==> src/rtl/irq_ctrl_pkg.sv <==
// irq_ctrl_pkg: register byte offsets, vector type and byte-strobe helper shared by irq_ctrl
package irq_ctrl_pkg;
  localparam logic [4:0] IRQ_CTRL_ENABLE   = 5'h00;
  localparam logic [4:0] IRQ_CTRL_PENDING  = 5'h04;
  localparam logic [4:0] IRQ_CTRL_TYPE     = 5'h08;
  localparam logic [4:0] IRQ_CTRL_POLARITY = 5'h0C;
  localparam logic [4:0] IRQ_CTRL_STATUS   = 5'h10;
  localparam logic [4:0] IRQ_CTRL_SWTRIG   = 5'h14;
  typedef logic [31:0] irq_vec_t;
  function automatic irq_vec_t byte_mask(input logic [3:0] strb);
    return {{8{strb[3]}}, {8{strb[2]}}, {8{strb[1]}}, {8{strb[0]}}};
  endfunction
endpackage

==> src/rtl/irq_sync.sv <==
// irq_sync: STAGES-deep multi-bit synchronizer; ports clk_i, rst_i (async high), d (async in), q (synchronized out)
module irq_sync #(
  parameter int W = 32,
  parameter int STAGES = 2
) (
  input  logic         clk_i,
  input  logic         rst_i,
  input  logic [W-1:0] d,
  output logic [W-1:0] q
);
  logic [STAGES-1:0][W-1:0] st;
  always_ff @(posedge clk_i or posedge rst_i)
    if (rst_i) st <= '0;
    else st <= {st[STAGES-2:0], d};
  assign q = st[STAGES-1];
endmodule

==> src/rtl/irq_ctrl.sv <==
// irq_ctrl: interrupt controller (sync, polarity, edge/level, pending, enable) with nmi-style register port; optional SWTRIG via IRQ_CTRL_SWTRIG_EN
// Ports: clk_i, rst_i (async high), irq_src_i (raw sources), mem_valid_i/mem_addr_i/mem_wdata_i/mem_wstrb_i (request),
//        mem_rdata_o/mem_ready_o (one-cycle completion), irq_o (registered PENDING & ENABLE)
module irq_ctrl
  import irq_ctrl_pkg::*;
#(
  parameter int IRQ_NUM = 32,
  parameter int SYNC_STAGES = 2
) (
  input  logic               clk_i,
  input  logic               rst_i,
  input  logic [IRQ_NUM-1:0] irq_src_i,
  input  logic               mem_valid_i,
  input  logic [31:0]        mem_addr_i,
  input  logic [31:0]        mem_wdata_i,
  input  logic [3:0]         mem_wstrb_i,
  output logic [31:0]        mem_rdata_o,
  output logic               mem_ready_o,
  output logic [IRQ_NUM-1:0] irq_o
);
  logic [IRQ_NUM-1:0] en, pend, typ, pol, prev, sync, s, rise, wm, wd, clr, sw, pend_n;
  logic [4:0] off;
  logic acc, wr;
  irq_vec_t wm_full, rd;
  logic unused;
  assign unused = ^{mem_addr_i[31:5], mem_addr_i[1:0]};
  irq_sync #(.W(IRQ_NUM), .STAGES(SYNC_STAGES)) u_sync (
    .clk_i(clk_i),
    .rst_i(rst_i),
    .d(irq_src_i),
    .q(sync)
  );
  always_comb begin
    off = {mem_addr_i[4:2], 2'b00};
    acc = mem_valid_i & ~mem_ready_o;
    wr = acc & (|mem_wstrb_i);
    wm_full = byte_mask(mem_wstrb_i);
    wm = wm_full[IRQ_NUM-1:0];
    wd = mem_wdata_i[IRQ_NUM-1:0] & wm;
    s = sync ^ pol;
    rise = s & ~prev;
    clr = (wr && off == IRQ_CTRL_PENDING) ? wd : '0;
`ifdef IRQ_CTRL_SWTRIG_EN
    sw = (wr && off == IRQ_CTRL_SWTRIG) ? wd : '0;
`else
    sw = '0;
`endif
    // set terms are OR-ed after the clear, so an edge coinciding with W1C survives
    pend_n = (typ & ((pend & ~clr) | rise | sw)) | (~typ & s);
    rd = off == IRQ_CTRL_ENABLE   ? irq_vec_t'(en) :
         off == IRQ_CTRL_PENDING  ? irq_vec_t'(pend) :
         off == IRQ_CTRL_TYPE     ? irq_vec_t'(typ) :
         off == IRQ_CTRL_POLARITY ? irq_vec_t'(pol) :
         off == IRQ_CTRL_STATUS   ? irq_vec_t'(pend & en) : '0;
  end
  always_ff @(posedge clk_i or posedge rst_i)
    if (rst_i) begin
      en <= '0;
      pend <= '0;
      typ <= '0;
      pol <= '0;
      prev <= '0;
      irq_o <= '0;
      mem_ready_o <= 1'b0;
      mem_rdata_o <= '0;
    end else begin
      prev <= s;
      pend <= pend_n;
      irq_o <= pend & en;
      mem_ready_o <= acc;
      mem_rdata_o <= acc ? rd : '0;
      if (wr && off == IRQ_CTRL_ENABLE) en <= (en & ~wm) | wd;
      if (wr && off == IRQ_CTRL_TYPE) typ <= (typ & ~wm) | wd;
      if (wr && off == IRQ_CTRL_POLARITY) pol <= (pol & ~wm) | wd;
    end
endmodule

==> config.mk <==
export PLATFORM = sky130hd
export DESIGN_NAME = irq_ctrl
export DESIGN_NICKNAME = d
export VERILOG_FILES = /design/src/rtl/irq_ctrl_pkg.sv /design/src/rtl/irq_sync.sv /design/src/rtl/irq_ctrl.sv
export SDC_FILE = /design/constraint.sdc
export NUM_CORES = 1
export LEC_CHECK = 0
export CORE_MARGIN = 10
export CORE_UTILIZATION = 49
export DETAILED_ROUTE_END_ITERATION = 10
export PLACE_DENSITY = 0.84
export SLEW_MARGIN = 20
export SYNTH_ARGS = -nofsm -noshare
export SYNTH_HDL_FRONTEND = slang
export SYNTH_SLANG_ARGS = --single-unit
==> constraint.sdc <==
create_clock -name clk_i -period 21.4 [get_ports clk_i]
set_input_delay 4.28 -clock clk_i [delete_from_list [all_inputs] [get_ports clk_i]]
set_output_delay 4.28 -clock clk_i [all_outputs]
set_load 0.02 [all_outputs]
== Word level (Yosys, flattened, before mapping) ==
Cells that the tools add are included.
Word-level totals
  logic and storage cells: 50
  RAM bits: 0
  ROM bits: 0
  input bits: 103
  memories: 0
  output and inout port bits: 65
  register bits after elaboration: 289
  bits in latches: 0
Cells by class
  shift-type cells: 0
  multiplexer cells: 7
  equal/unequal tests: 4
  $add $sub $neg: 0
  reductions and logical operators: 7
  bitwise gates (word level): 22
  $mul: 0
  div/mod/pow operators: 0
  order comparisons: 0
Operators with widths (number)
  bitwise AND 32 bit: 9
  2-to-1 mux 32 bit: 7
  OR 32 bit: 5
  NOT 32 bit: 4
  bitwise XOR 32 bit: 1
  == test 3 x 2 -> 1 bit (second input constant): 2
  logical NOT 5 bit: 1
  logical AND 1 bit: 4
  OR reduction 4 bit: 1
  == test 3 x 1 -> 1 bit (second input constant): 1
  == test 3 bit (second input constant): 1
  logical NOT 3 bit: 1
  bitwise AND 1 bit: 2
  NOT 1 bit: 1

== Depth between registers and ports, before layout ==
Gate-level depths: netlist of the first run.
  word-level depth: 10
  depth in mapped cells: 6
  mapped depth without buffers: 3

== Modules after synthesis ==
A second synthesis of the first run with hierarchy kept.
Second synthesis, totals
  cell total of the unflattened synthesis: 840
  area total of the unflattened synthesis: 11385.9 µm²
By module, submodules not included
  irq_ctrl: instances 1, sequential area each 5630.4 µm², area an instance 9540.4 µm², cells an instance 743
  irq_sync: instances 1, sequential area each 1601.5 µm², area an instance 1845.5 µm², cells an instance 97

== Worst setup path after synthesis of the first run ==
OpenSTA, ideal clock, no wires.
  kind: input port to flip-flop
  from: in mem_addr_i[4]
  to: reg with a tool-made name
  data required time: 21.275 ns
  stages on the path: 4
  arrival time: 5.402 ns
  buffers on the path: 1
  setup time: 0.125 ns
  path slack: 15.873 ns
  path through: buf_2 -> nand4b_4 -> nor3b_4 -> mux2_2
RTL lines
  start, declared: RTL line irq_ctrl.sv:14  | input logic [31:0] mem_addr_i,

==> results of run 1 <==
## per-stage QoR
| step | power, mW | util |
|---|---|---|
| floorplan | 0.907 | - |
| global placement | 1.01 | 0.568 |
| detailed placement | 1.02 | 0.568 |
| CTS | 1.49 | 0.606 |
| global route | 1.55 | 0.607 |
| finish | 1.48 | 0.607 |
## routing by layer
| layer | vias to the layer above | global-route usage |
|---|---|---|
| li1 | 3213 | - |
| met1 | 3807 | 0.234 |
| met2 | 272 | 0.324 |
| met3 | 73 | 0.0422 |
| met4 | 0 | 0.0584 |
| met5 | - | 0 |
## power by group through the flow
stage,sequential [mW],combinational (mW),clock (mW)
final,0.740,0.278,0.462
after global placement,0.740,0.266,0
after floorplan,0.754,0.153,0
after global routing,0.754,0.302,0.495
after detailed placement,0.746,0.277,0
after CTS,0.738,0.280,0.471
## layout by cell type, fill, tap and decap left out
master / instances
mux2_2: 91
o22ai_1: 32
clkbuf_1: 6
or2_2: 2
or3_1: 1
dfrtp_1: 289
nand4b_4: 1
clkinv_2: 7
nand2b_2: 2
o21ai_0: 32
nor2b_1: 4
inv_8: 1
buf_2: 2
o221a_1: 4
a211oi_1: 32
nand2_2: 4
buf_4: 9
buf_6: 1
nor3b_4: 4
nor4b_2: 1
diode_2: 2
nand3_1: 32
xor2_1: 32
nand2_1: 68
nor4bb_1: 1
clkbuf_8: 5
clkdlybuf4s50_1: 136
mux2_1: 5
mux2i_1: 32
nor2b_2: 1
a32o_1: 32
clkbuf_16: 29
nor4bb_4: 1
o221a_2: 28
inv_1: 33
## area by class of cell
type,count,area share
Sequential cell,289,0.530
Multi-Input combinational cell,442,0.265
Timing Repair Buffer,148,0.106
Clock buffer,40,0.0598
Tap cell,285,0.0261
Inverter,34,0.00990
Clock inverter,7,0.00257
Antenna cell,2,0.000367
## Yosys cell counts
master	number	area [um^2]
nand3_1	32	160
xor2_1	32	280
buf_2	14	70.1
nor4bb_1	2	20.0
a211oi_1	32	240
o221a_1	4	45.0
mux2i_1	32	320
o21ai_0	32	160
clkbuf_1	26	97.6
or2_2	2	12.5
nand2_1	68	255
nor2b_1	5	31.3
mux2_2	91	1020
o22ai_1	32	200
mux2_1	5	56.3
nand2b_1	2	12.5
nor4b_2	1	15.0
nand2_2	4	25.0
nor3b_4	4	75.1
inv_1	34	128
buf_4	2	15.0
or3_1	1	6.26
o221a_2	28	315
nand4b_4	1	23.8
dfrtp_1	289	7230
a32o_1	32	320
## worst max-delay path by stage
stage / depth (start not counted) / endpoint / start
after floorplan: 1 / async pin / rst_i
after global placement: 4 / irq_o[17] / rst_i
after detailed placement: 4 / u_sync.st[13] / rst_i
after CTS: 4 / prev[23] / rst_i
after global routing: 4 / irq_o[20] / rst_i
final: 4 / mem_rdata_o[18] / rst_i
## cells by family after synthesis
kind of cell,synth area share
compound gates,0.115
xor+xnor,0.0252
buf+inv,0.0278
flops,0.649
mux,0.126
simple gates,0.0572
==> impl.org, run 1 <==
** Floorplanning
- Placeable core region :: 22500 um^2
- Die Footprint :: 29200 um^2
- DIE HEIGHT :: 171 um
- Effective utilization at floorplan :: 0.495
- Standard-cell rows :: 55
- 168 I/O pins were placed.
- The floorplan step set the die width to 171 um.

** Clock network
- In this run, post-CTS repair resized a total of 0 instances.
- Post-CTS Repair Setup Buffers :: 0
- Depth of the CTS H-tree :: 1
- Clock latency on the worst-skew pair, taken at its later pin, is 0.55 ns.
- Buffers inserted to repair hold after CTS numbered 0.
- CTS sink cnt :: 289
- The longest clock path from root to sink contains 3 buffers.
- Clock tree synthesis selected as its root buffer the cell clkbuf_16.
- TritonCTS built the clock tree.
- Clock-pin slew was measured on the worst setup and hold paths at 0.06 ns.
- The number of clock buffers added by TritonCTS is 28.

** Power
- Of the total power, the share spent switching nets is 0.280.
- P_int :: 1.07 mW
- Across the VDD grid, the largest voltage drop is 0.0000737 V.
- Of the total power, registers draw 0.500.
- Power Dens Cells :: 108 nW/um^2
- The analysis attributes to cell leakage a power of 6.10 nW.
- Clock network fraction of total power :: 0.312
- The share of total power dissipated in combinational logic is 0.188.
- Net switching power figure :: 0.414 mW

** Timing
- The final number of max-transition violations came to 0.
- Setup repair after global routing left no endpoint under its margin.
- Share of the clock period used by the worst path after layout :: 0.298
- Post-route worst setup slack :: 15.03 ns
- The final hold violation count is 0.
- F_max :: 157 MHz
- Across the routed clock network, the largest skew measured is 0.0238 ns.
- Worst-case headroom to the max-slew limit :: 0.347
- Summed over all failing endpoints, the final setup total negative slack is 0 ns.
- The tightest hold path in the finished design has a slack of 0.333 ns.
- Final-report setup violation count :: 0
- Worst-Margin Slew :: 0.980 ns
- Final critical path time including I/O delays and setup :: 6.37 ns

** Logic synthesis
- Synthesis instantiated 26 different standard cells from the library.
- Counting every net in the synthesized netlist gives 910.
- Synthesis handed over a netlist of 807 instances.
- Register bit count reported by yosys :: 289
- YS warnings :: 0
- Sequential area share after synthesis :: 0.649
- Mapped cell area :: 11100 um^2
- Averaged over all synthesized cells, the footprint is 13.8 um^2.

** Critical path
- Type of the worst setup path :: primary input to async pin
- The largest single stage delay on the critical path is 0.84 ns.
- STA puts the critical path data required time at 22.00 ns.
- The worst setup path is launched from a primary input.
- Register-to-register setup slack :: 18.81 ns
- Critical path's top delay family :: buffers and inverters
- In this run the worst path has a maximum fanout of 136.
- Critical path, cell by cell :: clkdlybuf4s50_1 > inv_8 > buf_4 > buf_6
- Cell with the biggest individual delay on the critical path :: buf_4
- Count of cells along the worst register-to-register path :: 3
- Crit path capture type :: async pin
- Buffers and inverters on the worst path :: 4
- Startpoint of the worst register-to-register path :: mem_ready_o
- Data on the critical path arrives at its endpoint at 6.97 ns.

** Final layout
- Total number of nets in the final design :: 1046
- Of the cells placed in the final design, the portion with a size suffix greater than 1 is 0.197.
- Total area of multi-input combinational cells :: 3620 um^2
- Syn-to-layout area delta :: 22.5%
- Once layout is complete, the cells apart from fillers number 1247.
- Area of all placed cells without fillers :: 13700 um^2
- In the final layout, flip-flops and latches occupy 7230 um^2.
- The layout has 1741 filler cells.

** Drt
- Per-cell via count in the routed design :: 5.91
- Routed vias :: 7365
- In the final routing, the length of wire on met1 measures 11.1 mm.
- First DRT Iteration DRCs :: 639
- ANT nets after route :: 0
- The pre-antenna-repair detailed-routing pass consisted of 5 iterations.
- The highest layer touched by signal routing is met4.
- Total Routed Length :: 27.8 mm
- In the detailed route, the total length drawn on met2 is 14.0 mm.
- In the detailed route, the total length drawn on met3 is 2.02 mm.
- After detailed routing, the average wire length per cell comes to 22.3 um.
- For this run, design rule violations remaining after detail routing come to 0.

** Hold path
- The worst hold path was traced through 0 stages.
- The worst hold path belongs to the class flop to flop.
- Hold endpoint :: u_sync.q[30]
- The worst hold path begins at u_sync.st[30].

** Global route
- Global-route total usage across every layer :: 0.189
- The number of global-route vias before repair is 7736.
- Maximum number of pins on one net before global-route repair :: 137
- The first global-routing pass estimated 43.2 mm of wire.
- Antenna violations before repair :: 1
- Global routing finished with a remaining overflow of 0.

** Placement
- Buffers placed on the I/O ports in this run total 138.
- After detailed placement, the total cell area comes to 12800 um^2.
- At the placement stage, the worst setup path has a slack of 13.94 ns.
- Detailed placement finished with a half-perimeter wire length of 16.7 mm.
- Total placed cells including tap cells :: 1198
- At the end of routability-driven placement, the weighted congestion stood at 0.801.

** Run
- The tool flagged a number of max-cap violations equal to 0.

** Status
- Result of the run :: complete, no violations
Power figures use the tool's default switching activity.
==> run 2, diff against run 1 <==
--- a/config.mk
+++ b/config.mk
@@ -8,7 +8,7 @@
 export CORE_MARGIN = 10
 export CORE_UTILIZATION = 49
 export DETAILED_ROUTE_END_ITERATION = 10
-export PLACE_DENSITY = 0.84
+export PLACE_DENSITY = 0.87
 export SLEW_MARGIN = 20
 export SYNTH_ARGS = -nofsm -noshare
 export SYNTH_HDL_FRONTEND = slang
==> constraint.sdc (replaced) <==
create_clock -name clk_i -period 5.25 [get_ports clk_i]
set_input_delay 1.05 -clock clk_i [delete_from_list [all_inputs] [get_ports clk_i]]
set_output_delay 1.05 -clock clk_i [all_outputs]
set_load 0.02 [all_outputs]
==> run 2 against run 1 <==
Effect of this change: final area rose by 1.3%; combinational power rose to 4.1 times the previous value; sequential share of layout area shrank 0.68 points; critical path type is now primary input to flop; clock power grew to 4.7 times the previous value; global-route usage down 0.16 points; worst hold slack improved by 0.013 ns; power grew to 4.3 times the previous value; largest power group unchanged; register-to-register slack lost 16 ns; setup slack got worse by 13 ns; sequential power increased to 4.1 times the previous value.
==> impl.org, run 2 (synthesized netlist as in run 1, its figures left out) <==
** Status
- Result of the run :: complete, no violations

** Power
- Power Dens Cells :: 458 nW/um^2 (+320%)
- The peak supply drop was 0.000292 V (+300%).
- The leakage dissipation was 6.18 nW (+1.2%).

** Drt
- Router iterations before antenna repair :: 5 (unchanged)
- Total Routed Length :: 27.8 mm (about the same)
- The number of design rule violations left after detail routing came to 0 (unchanged).
- The number of vias per cell after detailed routing was 5.91 (+0.14%).
- Routed wirelength normalized by instance count :: 22.3 um (-0.12%)
- The remaining antenna violation count came to 0 (unchanged).
- The number of design-rule violations left by the first detailed-router iteration came to 764 (+20%).
- The total number of vias came to 7387 (+0.30%).

** Clock network
- CTS tree :: built
- The post-CTS resize count came to 0 (unchanged).
- The number of setup buffers added after CTS came to 0 (unchanged).
- The number of levels in the clock H-tree is 1 (unchanged).
- The total of hold buffers inserted after clock tree synthesis came to 0 (unchanged).
- Root cell of the clock tree :: clkbuf_16
- The CTS sink count came to 289 (unchanged).
- Total CTS buffers :: 28 (unchanged)
- The buffer depth of the longest clock path came to 3 (unchanged).
- The clock slew at the register clock pins of the worst setup and hold paths is 0.06 ns (about the same).
- The insertion delay to the later sink of the worst-skew pair came to 0.54 ns (about the same).

** Global route
- The met1 capacity usage during global routing came to 0.230 (-0.00351).
- The number of antenna violations at the first check in global routing came to 3 (+2).
- Global-route wire length before repair :: 43.1 mm (-0.24%)
- The met2 track demand over resource came to 0.317 (-0.00668).
- The maximum number of pins on one net before global-route repair is 156 (+14%).
- Number of global-route vias before repair :: 7822 (+1.1%)
- The aggregate global routing overflow came to 0 (unchanged).
- Global-route total usage across every layer :: 0.188 (-0.00165)
- GR Util met3 :: 0.0493 (+0.00714)
- After global routing, the most crowded layer is met2.

** Timing
- The final hold violation count was 0 (unchanged).
- The worst slew margin relative to its limit came to 0.313 (-0.0343).
- The final number of max-transition violations was 0 (unchanged).
- In the finished design, the share of the clock period the worst path needs comes to 0.592.
- Final-report setup violation count :: 0 (unchanged)
- Setup_tns :: 0 ns (unchanged)
- The slew at the pin closest to its max-slew limit is 1.03 ns (+0.0514 ns).
- F_max :: 321 MHz
- Setup repair after global routing left no endpoint under its margin.
- Final critical path time including I/O delays and setup :: 3.11 ns
- The final clock skew is 0.00633 ns (-0.0174 ns).
- Post-route worst setup slack :: 2.14 ns (-12.89 ns)

** Final layout
- Syn-to-layout area delta :: 24.1%
- The library cell used most frequently in the layout, excluding fill and tap cells, is dfrtp_1.
- Total number of nets in the final design :: 1045 (-0.096%)
- Layout cells sized above 1 :: 0.200 (+0.00292)
- Commonest non-fill, non-tap cells in the layout :: dfrtp_1 (289), clkdlybuf4s50_1 (136), mux2_2 (91)

** Critical path
- On the critical path, the stage with the largest delay is an instance of nor4bb_4.
- In this run the critical register-to-register path is launched from mem_ready_o.
- The biggest fanout along the worst timing path came to 24 (-82%).
- Type of origin of the critical path :: primary input
- Start point of the critical path :: mem_addr_i[2]
- Critical path's top delay family :: buffers and inverters
- The largest stage delay on the critical path came to 0.80 ns (-0.04 ns).
- Buffers and inverters on the worst path :: 2 (-2)
- The worst setup path is of the primary input to flop kind.
- The worst setup path is captured at a flop.
- The critical path arrival came to 3.53 ns (-3.44 ns).
- Critical path, cell by cell :: clkdlybuf4s50_1 > nor4bb_4 > buf_4 > nand3_1 > a32o_1
- The critical path data required time came to 5.67 ns (-16.33 ns).

** Hold path
- The worst hold path begins at u_sync.st[26].
- Type of the most critical hold path :: flop to flop

** Floorplanning
- The die outline area came to 29200 um^2 (unchanged).
- Effective utilization at floorplan :: 0.495 (unchanged)
- The core region area came to 22500 um^2 (unchanged).
- The number of ports placed on the die boundary was 168 (unchanged).
- The die span in y was 171 um (unchanged).
- Die outline width :: 171 um (unchanged)
- The number of placement rows came to 55 (unchanged).

** Placement
- HPWL after detailed placement :: 17.0 mm (+1.5%)
- The port buffer count came to 138 (unchanged).
- The post-placement worst setup slack is 1.65 ns (-12.29 ns).
- Placer's final routability congestion estimate :: 0.795 (-0.85%)

** Run
- Maximum Capacitance Violations :: 0 (unchanged)
[run 2: changes by cell type in the layout (fill, tap and decap cells not counted), sizes merged]
cell | before | now
bufinv | 0 | 5
clkinv | 7 | 3
buf | 12 | 11
clkbuf | 40 | 41
clkinvlp | 0 | 1
diode | 2 | 3
inv | 34 | 33
[run 2: path summary, 6_finish.rpt]
kind	end	slack, ns	cells after the start
worst max-delay path	pend[28]	2.14	5
worst min-delay path	u_sync.q[26]	0.35	0
worst max register to register	flop	2.68	3
worst min register to register	u_sync.q[26]	0.35	0
max in group asynchronous	pend[12]	3.48	3
min in group asynchronous	u_sync.st[1]	1.08	3
[run 2: report_power, final]
part / switching [mW] / internal (mW)
combinational: 0.549 / 0.589
clock: 0.821 / 1.36
sequential: 0.329 / 2.68
total: 1.70 / 4.63
[run 2: layer usage]
metal	vias up	wire, um
met3	59	2330
met5	-	11
met1	3744	11100
li1	3226	-
met4	2	583
met2	356	13800
[run 2: area by class of cell]
cell class                      count  area [um^2]
Inverter                           34          131
Tap cell                          285          357
Fill cell                        1701         8670
Clock inverter                      8          165
Clock buffer                       41          851
Antenna cell                        3         7.51
Multi-Input combinational cell    442         3620
Sequential cell                   289         7230
Timing Repair Buffer              147         1460
[run 2: worst register-to-register path, stage by stage, from the launching register on]
cell and delay [ns]:
dfrtp_1 0.61, nor2b_1 0.86, nand2_1 0.56, mux2_2 0.43
[run 2: per-stage QoR]
stage	hold WS, ns	power [mW]	util	cell area (um^2)	std cells
2_1_floorplan	0.331	3.70	-	11100	807
3_3_place_gp	0.332	4.10	0.569	12800	1197
3_5_place_dp	0.335	4.18	0.569	12800	1197
4_1_cts	0.348	6.38	0.614	13800	1246
5_1_grt	0.353	6.60	0.614	13800	1248
6_report	0.346	6.33	0.615	13800	1249
==> run 3, diff against run 2 <==
--- a/config.mk
+++ b/config.mk
@@ -8,7 +8,7 @@
 export CORE_MARGIN = 10
 export CORE_UTILIZATION = 49
 export DETAILED_ROUTE_END_ITERATION = 10
-export PLACE_DENSITY = 0.87
+export PLACE_DENSITY = 0.84
 export SLEW_MARGIN = 20
 export SYNTH_ARGS = -nofsm -noshare
 export SYNTH_HDL_FRONTEND = slang
==> constraint.sdc (replaced) <==
create_clock -name clk_i -period 3.25 [get_ports clk_i]
set_input_delay 0.65 -clock clk_i [delete_from_list [all_inputs] [get_ports clk_i]]
set_output_delay 0.65 -clock clk_i [all_outputs]
set_load 0.02 [all_outputs]
==> run 3 against run 2 <==
Effect of this change: power rose by 62%; sequential power rose by 62%; combinational power up 62%; clock power increased by 63%; first-iteration DRC count is 12% lower; critical path depth down 1; worst hold slack improved by 0.0011 ns; largest cell class unchanged.
==> impl.org, run 3 (synthesized netlist as in run 1, its figures left out) <==
** Placement
- Count of buffers inserted at the top-level ports :: 138 (unchanged)
- The post-detailed-placement half-perimeter wirelength is 17.7 mm (+4.6%).
- The routability congestion estimate from global placement was 0.795 (about the same).
- The cell total after placement was 1212 (+1.3%).

** Clock network
- Worst skew pair latency :: 0.54 ns (about the same)
- The buffer depth of the longest clock path is 3 (unchanged).
- In this run the clock root is driven by a clkbuf_16.
- The total of hold buffers inserted after clock tree synthesis came to 0 (unchanged).
- Post-CTS Repair Setup Buffers :: 0 (unchanged)
- The post-CTS resize count is 0 (unchanged).
- CTS tree :: built
- The number of levels in the clock H-tree was 1 (unchanged).
- The number of CTS-inserted buffers was 29 (+3.6%).
- CTS sink cnt :: 289 (unchanged)
- Clock transition time at the flip-flop clock pins of the worst setup and hold paths :: 0.06 ns (about the same)

** Final layout
- The share of layout cells above drive strength 1 is 0.216 (+0.0165).
- Commonest non-fill, non-tap cells in the layout :: dfrtp_1 (289), clkdlybuf4s50_1 (136), mux2_2 (91)
- Leaving out fill and tap cells, the most frequent cell in the layout is dfrtp_1.
- Relative to the synthesized area, the layout overhead comes to 25.4%.
- Total number of nets in the final design :: 1061 (+1.5%)
- Number of fill cells in the layout :: 1652 (-2.9%)
- Fin cells :: 1266 (+1.4%)

** Drt
- Drc violations :: 0 (unchanged)
- The total number of vias is 7381 (-0.081%).
- Per-cell via count in the routed design :: 5.83 (-1.4%)
- Routed wirelength normalized by instance count :: 22.1 um (-1.0%)
- The remaining antenna violation count came to 0 (unchanged).
- The first-pass iteration count of the detailed router was 5 (unchanged).
- The sum of routed wire length over all layers came to 27.9 mm (+0.33%).
- The number of design-rule violations left by the first detailed-router iteration is 672 (-12%).

** Critical path
- Max Fanout on Critical Path :: 32 (+33%)
- The critical path arrival came to 2.69 ns (-0.84 ns).
- The worst setup path is launched from a primary input.
- Register-to-register setup slack :: 1.42 ns (-1.26 ns)
- Worst path required time :: 3.65 ns (-2.02 ns)
- Crit path capture type :: flop
- The critical path in this run is classified as primary input to flop.

** Hold path
- Type of the most critical hold path :: flop to flop

** Timing
- Worst Hold Slack :: 0.347 ns (+0.00105 ns)
- Number of hold violations in the final report :: 0 (unchanged)
- Share of the clock period used by the worst path after layout :: 0.703
- F_max :: 438 MHz
- The slew at the pin closest to its max-slew limit is 0.954 ns (-0.0774 ns).
- Setup repair after global routing missed its margin :: no
- Worst-case headroom to the max-slew limit :: 0.364 (+0.0516)
- Max-slew violation count :: 0 (unchanged)
- The final clock skew is 0.00757 ns (+0.00125 ns).
- Final critical path time including I/O delays and setup :: 2.29 ns
- Final-report setup violation count :: 0 (unchanged)
- Setup_tns :: 0 ns (unchanged)

** Power
- The leakage dissipation is 6.27 nW (+1.5%).
- The switching power came to 2.78 mW (+64%).
- P_int :: 7.48 mW (+61%)
- Power Dens Cells :: 734 nW/um^2 (+60%)
- The clock network power share was 0.346 (+0.002).
- The switching part of the total power came to 0.271 (+0.00267).
- The sequential share of power was 0.474 (-0.002).
- Sum of internal, switching and leakage power :: 10.3 mW (+62%)
- The peak supply drop was 0.000471 V (+62%).
- The logic gate share of total power came to 0.180 (about the same).

** Global route
- Global-route wire length before repair :: 43.7 mm (+1.4%)
- Antenna violations before repair :: 1 (-2)
- The all-layer global routing usage is 0.191 (+0.00382).
- Maximum number of pins on one net before global-route repair :: 129 (-17%)
- Number of global-route vias before repair :: 7752 (-0.89%)
- Global-route congestion overflow total :: 0 (unchanged)

** Floorplanning
- The die outline area is 29200 um^2 (unchanged).
- Die outline width :: 171 um (unchanged)
- Standard-cell rows :: 55 (unchanged)
- I/O pin count :: 168 (unchanged)
- Placeable core region :: 22500 um^2 (unchanged)
- Effective utilization at floorplan :: 0.495 (unchanged)
- The die span in y was 171 um (unchanged).

** Status
- The run finished with clean final reports.

** Run
- Maximum Capacitance Violations :: 0 (unchanged)
-- run 3: worst max-delay path, stage by stage --
cell             delay [ns]
clkdlybuf4s50_1        0.59
or2_2                  0.74
o221a_2                0.39
a211oi_1               0.31
-- run 3: final timing paths --
path | startpoint | endpoint | cells past startpoint
max in group asynchronous | rst_i | async pin | 3
min reg2reg | u_sync.st[20] | u_sync.q[20] | 0
max | mem_addr_i[2] | mem_rdata_o[2] | 4
max reg2reg | mem_ready_o | mem_rdata_o[2] | 5
min | u_sync.st[20] | u_sync.q[20] | 0
min in group asynchronous | rst_i | u_sync.st[1] | 2
-- run 3: stage by stage --
step                cell area [um^2]  utilization  worst slack [ns]
global route                   14000        0.621             0.880
floorplan                      11100            -             -1.23
finish                         14000        0.621             0.964
CTS                            14000        0.621             0.964
global placement               12900        0.575             0.524
detailed placement             12900        0.575             0.415
-- run 3: area by class of cell --
type                       instances  area (um^2)  share of cell area
sequential                       289         7230               0.517
multi-input combinational        442         3630               0.260
timing repair buffer             162         1600               0.115
clock buffer                      35          778              0.0557
tap                              285          357              0.0255
clock inverter                    18          248              0.0177
inverter                          34          131             0.00940
antenna                            1         2.50            0.000179
-- run 3: power groups by stage --
stage	sequential, mW	combinational (mW)	clock [mW]
floorplan	4.96	1.01	0
global placement	4.87	1.78	0
detailed placement	4.91	1.85	0
CTS	4.86	1.87	3.61
global route	4.96	2.01	3.77
finish	4.87	1.85	3.55
-- run 3: metal layers --
| layer | GRT usage | vias to the layer above | share of wire |
|---|---|---|---|
| met1 | 0.242 | 3823 | 0.41 |
| met5 | 0 | - | 0 |
| met4 | 0.0561 | 0 | 0.021 |
| li1 | - | 3250 | - |
| met2 | 0.327 | 252 | 0.50 |
| met3 | 0.0376 | 56 | 0.066 |
